`src/rtl/issuer_pkg.sv`:
```
// Shared types for the command dispatcher: command/instruction formats, FSM states and priority helper.
package issuer_pkg;

    localparam int ID_W = 8;

    typedef logic [ID_W-1:0] cmd_id_t;

    localparam cmd_id_t ID_NONE = '0;

    typedef struct packed {
        logic [15:0] addr_0;
        logic [15:0] addr_1;
        logic [15:0] wr_addr;
        logic [7:0]  count;
        logic [3:0]  op;
    } cmd_info_t;

    typedef struct packed {
        cmd_id_t   id;
        cmd_id_t   dep;
        cmd_info_t info;
    } cmd_t;

    typedef logic [1:0] opcode_t;

    localparam opcode_t INSTR_LD    = 2'd1;
    localparam opcode_t INSTR_INFO  = 2'd2;
    localparam opcode_t INSTR_STORE = 2'd3;

    typedef struct packed {
        opcode_t     opcode;
        logic [15:0] payload;
    } instr_t;

    typedef enum logic [3:0] {
        IDLE, CHECK, PARK, SEL, LD0, LD1, INFO, STORE, FINISH
    } state_t;

    // Index of the lowest set bit; 0 when the vector is empty.
    function automatic int unsigned find_first_set_bit(input logic [31:0] vec);
        int unsigned idx = 0;
        for (int i = 31; i >= 0; i--) begin
            if (vec[i]) idx = i;
        end
        return idx;
    endfunction

endpackage

```
`src/rtl/dep_park_table.sv`:
```
// Park table for dependent commands: stores entries, flags which can wake, and reports free slot/count.
module dep_park_table
    import issuer_pkg::*;
#(
    parameter int PARK_DEPTH = 8,
    parameter int PROC_COUNT = 4,
    parameter int PARK_W     = $clog2(PARK_DEPTH),
    parameter int CNT_W      = $clog2(PARK_DEPTH + 1)
) (
    input  logic                    i_clk,
    input  logic                    i_rst,
    input  logic                    i_wr_en,
    input  logic [PARK_W-1:0]       i_wr_idx,
    input  cmd_t                    i_wr_cmd,
    input  logic                    i_rd_en,
    input  logic [PARK_W-1:0]       i_rd_idx,
    output cmd_t                    o_rd_cmd,
    input  logic [PROC_COUNT-1:0]   i_run_valid,
    input  cmd_id_t [PROC_COUNT-1:0] i_run_id,
    input  cmd_id_t                 i_query_dep,
    output logic                    o_query_pending,
    output logic                    o_wake_hit,
    output logic [PARK_W-1:0]       o_wake_idx,
    output logic [PARK_W-1:0]       o_free_idx,
    output logic [CNT_W-1:0]        o_count
);

    logic [PARK_DEPTH-1:0] ent_valid;
    cmd_t                  ent_cmd [PARK_DEPTH];
    logic [PARK_DEPTH-1:0] wakeable;
    logic [PARK_DEPTH-1:0] free_vec;

    // A dep is outstanding while it is running on a proc or still parked itself.
    function automatic logic dep_pending(input cmd_id_t dep);
        logic hit = 1'b0;
        for (int p = 0; p < PROC_COUNT; p++) begin
            if (i_run_valid[p] && i_run_id[p] == dep) hit = 1'b1;
        end
        for (int e = 0; e < PARK_DEPTH; e++) begin
            if (ent_valid[e] && ent_cmd[e].id == dep) hit = 1'b1;
        end
        return (dep != ID_NONE) && hit;
    endfunction

    always_comb begin
        wakeable = '0;
        o_count  = '0;
        for (int e = 0; e < PARK_DEPTH; e++) begin
            wakeable[e] = ent_valid[e] && !dep_pending(ent_cmd[e].dep);
            o_count     = o_count + CNT_W'(ent_valid[e]);
        end
    end

    assign free_vec        = ~ent_valid;
    assign o_wake_hit      = |wakeable;
    assign o_wake_idx      = PARK_W'(find_first_set_bit(32'(wakeable)));
    assign o_free_idx      = PARK_W'(find_first_set_bit(32'(free_vec)));
    assign o_query_pending = dep_pending(i_query_dep);
    assign o_rd_cmd        = ent_cmd[i_rd_idx];

    always_ff @(posedge i_clk) begin
        if (i_rst) begin
            ent_valid <= '0;
        end else begin
            if (i_rd_en) ent_valid[i_rd_idx] <= 1'b0;
            if (i_wr_en) ent_valid[i_wr_idx] <= 1'b1;
        end
    end

    always_ff @(posedge i_clk) begin
        if (i_wr_en) ent_cmd[i_wr_idx] <= i_wr_cmd;
    end

endmodule

```
`src/rtl/cmd_dispatcher.sv`:
```
// Issues queued commands to free SIMD procs as 4-beat instruction streams, parking dependent commands.
// Define ISSUER_PERF_EN to add saturating issue/park/stall counters.
//  state  | meaning
//  IDLE   | arbitrate finish > wake > new cmd
//  CHECK  | test captured cmd for an outstanding dep
//  PARK   | store dependent cmd in the park table
//  SEL    | enable lowest free proc, mark it running
//  LD0..STORE | stream the four instruction beats
//  FINISH | ack the finished proc, retire its cmd
module cmd_dispatcher
    import issuer_pkg::*;
#(
    parameter int PROC_COUNT = 4,
    parameter int PARK_DEPTH = 8
) (
    input  logic                  i_clk,
    input  logic                  i_rst,
    input  cmd_t                  i_cmd,
    input  logic                  i_cmd_valid,
    output logic                  o_cmd_ready,
    input  logic [PROC_COUNT-1:0] i_busy_proc,
    input  logic [PROC_COUNT-1:0] i_finish_proc,
    output logic [PROC_COUNT-1:0] o_en_proc,
    output logic [PROC_COUNT-1:0] o_ack_proc,
    output instr_t                o_instr,
    output logic                  o_idle,
    output logic                  o_err_spurious
`ifdef ISSUER_PERF_EN
    ,
    output logic [31:0]           o_perf_issued,
    output logic [31:0]           o_perf_parked,
    output logic [31:0]           o_perf_stall
`endif
);

    localparam int PROC_W = $clog2(PROC_COUNT);
    localparam int PARK_W = $clog2(PARK_DEPTH);
    localparam int CNT_W  = $clog2(PARK_DEPTH + 1);

    state_t                  state, state_d;
    cmd_t                    cmd_q, wake_cmd;
    logic [PROC_W-1:0]       proc_q, fin_q, free_p, fin_p;
    logic [PROC_COUNT-1:0]   run_valid, free_vec;
    cmd_id_t [PROC_COUNT-1:0] run_id;
    logic                    any_free, fin_any;
    logic                    park_wr, park_rd, query_pending, wake_hit;
    logic [PARK_W-1:0]       wake_idx, free_idx;
    logic [CNT_W-1:0]        park_count;

    dep_park_table #(
        .PARK_DEPTH (PARK_DEPTH),
        .PROC_COUNT (PROC_COUNT)
    ) u_park (
        .i_clk           (i_clk),
        .i_rst           (i_rst),
        .i_wr_en         (park_wr),
        .i_wr_idx        (free_idx),
        .i_wr_cmd        (cmd_q),
        .i_rd_en         (park_rd),
        .i_rd_idx        (wake_idx),
        .o_rd_cmd        (wake_cmd),
        .i_run_valid     (run_valid),
        .i_run_id        (run_id),
        .i_query_dep     (cmd_q.dep),
        .o_query_pending (query_pending),
        .o_wake_hit      (wake_hit),
        .o_wake_idx      (wake_idx),
        .o_free_idx      (free_idx),
        .o_count         (park_count)
    );

    assign free_vec = ~i_busy_proc;
    assign any_free = |free_vec;
    assign fin_any  = |i_finish_proc;
    assign free_p   = PROC_W'(find_first_set_bit(32'(free_vec)));
    assign fin_p    = PROC_W'(find_first_set_bit(32'(i_finish_proc)));
    assign o_idle   = (state == IDLE) && (run_valid == '0) && (park_count == '0);

    always_comb begin
        state_d     = state;
        o_cmd_ready = 1'b0;
        o_en_proc   = '0;
        o_ack_proc  = '0;
        o_instr     = '0;
        park_wr     = 1'b0;
        park_rd     = 1'b0;
        case (state)
            IDLE: begin
                if (fin_any) begin
                    state_d = FINISH;
                end else if (wake_hit && any_free) begin
                    park_rd = 1'b1;
                    state_d = SEL;
                end else if (i_cmd_valid && any_free && park_count < CNT_W'(PARK_DEPTH)) begin
                    o_cmd_ready = 1'b1;
                    state_d     = CHECK;
                end
            end
            CHECK:  state_d = query_pending ? PARK : SEL;
            PARK: begin
                park_wr = 1'b1;
                state_d = IDLE;
            end
            SEL: begin
                o_en_proc = PROC_COUNT'(1) << free_p;
                state_d   = LD0;
            end
            LD0: begin
                o_ack_proc = PROC_COUNT'(1) << proc_q;
                o_instr    = '{opcode: INSTR_LD, payload: cmd_q.info.addr_0};
                state_d    = LD1;
            end
            LD1: begin
                o_ack_proc = PROC_COUNT'(1) << proc_q;
                o_instr    = '{opcode: INSTR_LD, payload: cmd_q.info.addr_1};
                state_d    = INFO;
            end
            INFO: begin
                o_ack_proc = PROC_COUNT'(1) << proc_q;
                o_instr    = '{opcode: INSTR_INFO, payload: {cmd_q.info.count, cmd_q.info.op, 4'h0}};
                state_d    = STORE;
            end
            STORE: begin
                o_ack_proc = PROC_COUNT'(1) << proc_q;
                o_instr    = '{opcode: INSTR_STORE, payload: cmd_q.info.wr_addr};
                state_d    = IDLE;
            end
            FINISH: begin
                o_ack_proc = PROC_COUNT'(1) << fin_q;
                state_d    = IDLE;
            end
            default: state_d = IDLE;
        endcase
    end

    always_ff @(posedge i_clk) begin
        if (i_rst) begin
            state          <= IDLE;
            cmd_q          <= '0;
            proc_q         <= '0;
            fin_q          <= '0;
            run_valid      <= '0;
            run_id         <= '0;
            o_err_spurious <= 1'b0;
        end else begin
            state <= state_d;
            if (state == IDLE) begin
                fin_q <= fin_p;
                if (o_cmd_ready) cmd_q <= i_cmd;
                else if (park_rd) cmd_q <= wake_cmd;
            end
            if (state == SEL) begin
                proc_q            <= free_p;
                run_valid[free_p] <= 1'b1;
                run_id[free_p]    <= cmd_q.id;
            end
            if (state == FINISH) begin
                run_valid[fin_q] <= 1'b0;
                if (!run_valid[fin_q]) o_err_spurious <= 1'b1;
            end
        end
    end

    // Free procs are only promised, not reserved, between IDLE and SEL.
    assert property (@(posedge i_clk) disable iff (i_rst) (state == SEL) |-> any_free);

`ifdef ISSUER_PERF_EN
    always_ff @(posedge i_clk) begin
        if (i_rst) begin
            o_perf_issued <= '0;
            o_perf_parked <= '0;
            o_perf_stall  <= '0;
        end else begin
            if (state == SEL && o_perf_issued != '1) o_perf_issued <= o_perf_issued + 32'd1;
            if (state == PARK && o_perf_parked != '1) o_perf_parked <= o_perf_parked + 32'd1;
            if (i_cmd_valid && !o_cmd_ready && o_perf_stall != '1) o_perf_stall <= o_perf_stall + 32'd1;
        end
    end
`endif

endmodule
```
`config.mk`:
```
export PLATFORM = sky130hd
export DESIGN_NAME = cmd_dispatcher
export DESIGN_NICKNAME = d
export VERILOG_FILES = /design/src/rtl/issuer_pkg.sv /design/src/rtl/dep_park_table.sv /design/src/rtl/cmd_dispatcher.sv
export SDC_FILE = /design/constraint.sdc
export NUM_CORES = 2
export LEC_CHECK = 0
export ABC_CLOCK_PERIOD_IN_PS = 15150
export BUFFER_PORTS_ARGS = -buffer_cell sky130_fd_sc_hd__buf_2
export CAP_MARGIN = 40
export CORE_MARGIN = 4
export CORE_UTILIZATION = 51
export CTS_BUF_LIST = sky130_fd_sc_hd__clkbuf_16
export DETAILED_ROUTE_END_ITERATION = 16
export PLACE_DENSITY = 0.75
export SYNTH_ARGS = -nofsm -noshare
export SYNTH_HDL_FRONTEND = slang
export SYNTH_HIERARCHICAL = 1
export SYNTH_SLANG_ARGS = --single-unit
```
`constraint.sdc`:
```
create_clock -name i_clk -period 15.15 [get_ports i_clk]
set_clock_uncertainty 0.2 [all_clocks]
set_input_delay 2.2725 -clock i_clk [delete_from_list [all_inputs] [get_ports i_clk]]
set_output_delay 2.2725 -clock i_clk [all_outputs]
set_load 0.005 [all_outputs]
```
# --- Word-level counts from Yosys, hierarchy flattened ---
# Memories as Yosys holds them, arrays and structs flattened.
# Index checks and enable logic that the tools add are counted.
op_classes:
  addsub: 7
  n_eq_ne: 117
  shifts: 3
  n_mux: 171
  bitwise: 9
  n_lt_le_gt_ge: 9
  n_reduce_logical: 161
op_table:
  columns: ["op", "count"]
  rows:
  - ["== test 8 bit", 108]
  - ["two-way mux 76 bit", 2]
  - ["logical AND 1 bit", 134]
  - ["two-way mux 1 bit", 124]
  - ["one-hot mux 18 bit (4 select lines)", 1]
  - ["nonzero test 8 bit", 9]
  - ["two-way mux 3 bit", 16]
  - ["bitwise mux 32 bit", 1]
  - ["two-way mux 8 bit", 4]
  - ["two-way mux 4 bit", 7]
  - ["adder 4 x 1 -> 4 bit", 6]
  - ["one-hot mux 4 bit (6 select lines)", 1]
  - ["demux 8 bit (select 2 bit)", 1]
  - ["== test 4 x 3 -> 1 bit (second input constant)", 4]
  - ["two-way mux 2 bit", 8]
  - ["NOT 8 bit", 2]
  - ["logical NOT 4 bit", 3]
  - ["OR reduction 4 bit", 3]
  - ["left shift 1 x 2 -> 4 bit (first input constant)", 3]
  - ["bitwise AND 8 bit", 1]
  - ["== test 4 x 2 -> 1 bit (second input constant)", 2]
  - ["logical NOT 1 bit", 8]
  - ["< comparator 3 x 4 -> 1 bit (second input constant)", 2]
  - ["NOT 4 bit", 2]
  - ["other kinds (19)", 25]
word_totals:
  ff_bits: 129
  ramBits: 608
  memories: 1
mem_list:
  columns: ["name", "depth", "width", "read_ports", "rd_ports_with_merged_regs", "write_ports", "line", "text"]
  rows:
  - ["u_park.ent_cmd", 8, 76, 9, 0, 1, "dep_park_table.sv:29", "cmd_t ent_cmd [PARK_DEPTH];"]

# --- Logic depth before layout (Yosys ltp) ---
# An unclocked memory read counts as a cell.
logic_depth:
  depth_word: 36
  mapped_depth: 17

# --- Cells and area by module ---
# The synthesis kept the hierarchy.
modules_own_cells:
  columns: ["mod", "area_each_um2", "seq_area_each_um2", "instances", "cells_per_inst"]
  rows:
  - ["dep_park_table", 34917.2, 18417.7, 1, 2482]
  - ["cmd_dispatcher", 5645.4, 2422.3, 1, 647]

# --- Least setup slack after synthesis ---
# OpenSTA, ideal clock, no wires.
synth_timing:
  kind: "reg-to-reg"
  startpoint: "reg u_park.ent_valid[5]"
  endpoint: "mem u_park/ent_cmd[0][0] (netlist bit), enable pin"
  path_slack_ps: 7767
  arrival_ps: 6577
  synth_period_minus_slack_ps: 7383
  stages_incl_launch_ff: 9
  required_time_ps: 14344
  cell_sequence: "dfxtp_1 -> clkbuf_1 -> clkinv_1 -> a21oi_1 -> o21ai_0 -> nand2_1 -> a21boi_0 -> nand2b_1 -> nor3_1"
synth_between:
  elab_chain_cells: 7
synth_lines:
  columns: ["element", "line", "text"]
  rows:
  - ["from (decl)", "dep_park_table.sv:28", "logic [PARK_DEPTH-1:0] ent_valid;"]
  - ["from (signal assigned)", "dep_park_table.sv:63", "ent_valid <= '0;"]
  - ["from (signal, indexed assignment)", "dep_park_table.sv:65", "if (i_rd_en) ent_valid[i_rd_idx] <= 1'b0;"]
  - ["from (signal, indexed assignment)", "dep_park_table.sv:66", "if (i_wr_en) ent_valid[i_wr_idx] <= 1'b1;"]
  - ["NOT 8 bit", "dep_park_table.sv:54", "assign free_vec = ~ent_valid;"]
  - ["two-way mux 3 bit (6 in series)", "issuer_pkg.sv:43", "if (vec[i]) idx = i;"]
  - ["net free_idx[0]", "cmd_dispatcher.sv:47", "logic [PARK_W-1:0] wake_idx, free_idx;"]
  - ["to (decl)", "dep_park_table.sv:29", null]
# The timed path passes the listed nets, and every way through them passes these cells.

==> impl_metrics.ini <==
[die]
io_pins = 116
core_sq_mm = 0.0789
fp-row-count = 103
start_util_pct = 51.4
die_width_um = 290
die_h_um = 290
dieArea_sq_mm = 0.0841

[critical_path]
crit_family = simple AND/OR/NAND/NOR gates
max_stage_delay_ns = 0.94
worstPathArrival_ns = 5.38
cp.required_ns = 12.68
path_class = register to primary output
start_kind = register
cpMostUsedCell = nand4_1
crit_slowest_cell = edfxtp_1
endpoint_kind = primary output
cp_cell_sequence = xnor2_1, nand4_1, nor4_1, a31oi_1, nand4_1, o21ai_0, nor4_1, nand2_1, nor3b_1, nand4_1, inv_1, buf_2
cp_num_buf_inv = 2
crit_fanout = 10

[pwr]
p_per_area_mw_per_mm2 = 91.5
peakVddDrop_v = 0.000108
power_leakage_nw = 14.7

[timing]
max_slew_margin_pct = 31.1
period_share_pct = 51.8
tightest_slew_ns = 1.03
report.final.slew_viol_count = 0
final.setup.tns_ns = 0
setup_viol = 0
fin_crit_ns = 7.85
hold_viol_final = 0
fmax_ghz = 0.127
rsz0062_at_grt = false

[global_routing]
grt_usage_pct = 33.4
grt_max_degree = 73
grt_pass1_wl_mm = 205
grt_pass1_vias = 28100
grt.overflow.total = 0
antenna_found_initial = 4

[run]
maxCapViolCount = 0

[synth]
async_flop_share_pct = 0
synth_compound_area_share_pct = 4.19
synth_fp_nets = 3223
synth_xor_xnor_area_share_pct = 18.8
syn-cell-area_sq_mm = 0.0406
synth-main-ff-cell = edfxtp_1
synth_edf_count = 608
synth_top_family_by_area = XOR/XNOR gates
yosys.area_share.simple_pct = 7.63
yosys-top-cells-area = edfxtp_1, xor2_1, mux4_2, xnor2_1, dfxtp_1
ys_warn_count = 6
ys_seq_area_share_pct = 51.4
synth_top_area_share_pct = 45.0
ys_types = 69
muxShareOfSynthArea_pct = 12.6
ys_seq_elements = 737
synthAdderAreaFrac_pct = 0.290
syn_inst = 3129
avgSynthCellArea_sq_um = 13.0
synth_top_area_cell = edfxtp_1

[clock_network]
cts_root_buf = clkbuf_16
clockBufferDepth = 3
cts.repair.resized = 0
cts_setup_buffers = 0
cts.clk_slew.worst_paths_ns = 0.06
clock_sink_count = 737
hold_buffers = 0
clock_latency_ns = 0.65
cts_htree_levels = 3
cts_buffers = 74
cts_tree = yes

[layout]
mostFrequentLayoutCells = edfxtp_1, xor2_1, xnor2_1, mux4_2, dfxtp_1
fillers = 6186
layout_commonest_cell = edfxtp_1
multiInputGateArea_sq_mm = 0.0177
syn2layout_area_growth_pct = 10.6
final-seq-area_sq_mm = 0.0208
nNetsFinal = 3221
drive_gt1_share_pct = 19.9
final_area_sq_mm = 0.0449
final_cells = 4241

[worst_hold_path]
hold_class = register to register

[placement]
postPlaceCellArea_sq_mm = 0.0424
dp.cells = 4098
portBuffers = 115
globalplace.congestion = 1.09
dp_hpwl_mm = 90.2

[route]
routed_via_density = 6.75
wl_per_cell_um = 33.8
vias = 28600
drc = 0
drt_first_pass_iters = 8
drt_wl_total_mm = 143
drtAntennaViolNets = 0
drt_iter0_markers = 4559

[outcome]
status = finished, final reports clean
cell usage after synthesis (3+ instances only):
cell / instances
a211oi_1: 37
mux4_2: 152
nor2_1: 96
fa_1: 4
buf_2: 145
buf_6: 14
nand3_1: 67
o21ai_0: 62
nand2b_1: 7
ha_1: 3
mux2_2: 76
mux2i_1: 81
xor2_1: 554
edfxtp_1: 608
o41ai_1: 10
inv_1: 15
nand4_1: 118
a21oi_1: 87
clkinv_1: 3
buf_8: 4
and3_1: 3
nand4b_1: 3
xor2_2: 3
nor2b_1: 8
nor3_1: 65
or4_1: 9
nand2_1: 58
buf_1: 28
a31oi_1: 16
a22oi_1: 24
buf_4: 83
a211oi_2: 8
xnor2_1: 309
o21a_1: 3
dfxtp_1: 129
buf_12: 4
clkbuf_1: 69
nor4_1: 123
through the flow:
stage	total power, mW	setup slack (ns)	hold WS [ns]	utilization, %
floorplan	2.26	7.77	0.233	-
global placement	2.30	8.35	0.246	52.3
detailed placement	2.30	8.47	0.254	53.7
CTS	4.12	7.74	0.263	56.8
global route	4.21	7.14	0.290	56.9
finish	4.11	7.30	0.259	56.9
where the power goes:
| group | total [mW] | switching (mW) | internal [mW] |
|---|---|---|---|
| Sequential | 2.19 | 0.0154 | 2.18 |
| Combinational | 0.0693 | 0.0423 | 0.0270 |
| Clock | 1.85 | 0.826 | 1.02 |
| Total | 4.11 | 0.883 | 3.22 |
cell type report:
cell class                      instances  area share (%)
Antenna cell                            2          0.0112
Clock buffer                           75            4.18
Clock inverter                         63            1.25
Inverter                               18           0.151
Multi-Input combinational cell       2025            39.5
Sequential cell                       737            46.4
Tap cell                             1050            2.93
Timing Repair Buffer                  271            5.52
cells by family (layout without fill, tap and decap cells):
kind of cell               count (synthesis)  in the layout
AOI/OAI and AO/OA                        270            270
xor gates and xnor gates                 866            866
adders and majority gates                  7              7
buffers and inverters                    367            427
DFF                                      737            737
muxes                                    310            310
other                                      0              2
and+or+nand+nor                          572            572
sequential cells by signal, summed over array words and instances, names as in the netlist:
register and cells:
cmd_q 76, fin_q 2, o_err_spurious 1, proc_q 2, run_id 32, run_valid 4, state 4, u_park/ent_cmd 608
u_park/ent_valid 8
final timing paths:
kind                                                       from                      end  slack, ns  cells after the start
worst max register to register  u_park/ent_cmd[4][70]$_DFFE_PP_   cmd_q[18]$_SDFFE_PP0P_       8.84                     15
worst min-delay path                    run_id[23]$_SDFFE_PP0P_  run_id[23]$_SDFFE_PP0P_       0.26                      2
worst max-delay path            u_park/ent_cmd[4][70]$_DFFE_PP_              o_cmd_ready       7.30                     12
worst min register to register          run_id[23]$_SDFFE_PP0P_  run_id[23]$_SDFFE_PP0P_       0.26                      2
routing by layer:
layer	GRT usage [%]	part of all wire, %
met5	0	0.023
met4	19.3	7.5
met3	10.4	14
met2	49.5	43
met1	43.4	36
worst register-to-register path: cells and delay by family (launching register included):
family / cells / cell delay (ns)
buf+inv: 3 / 1.28
simple gates: 5 / 1.97
mux: 3 / 0.87
xor+xnor: 1 / 0.20
flops: 1 / 0.94
compound gates: 3 / 0.70
Note: power is estimated with default switching activity, not from simulation.
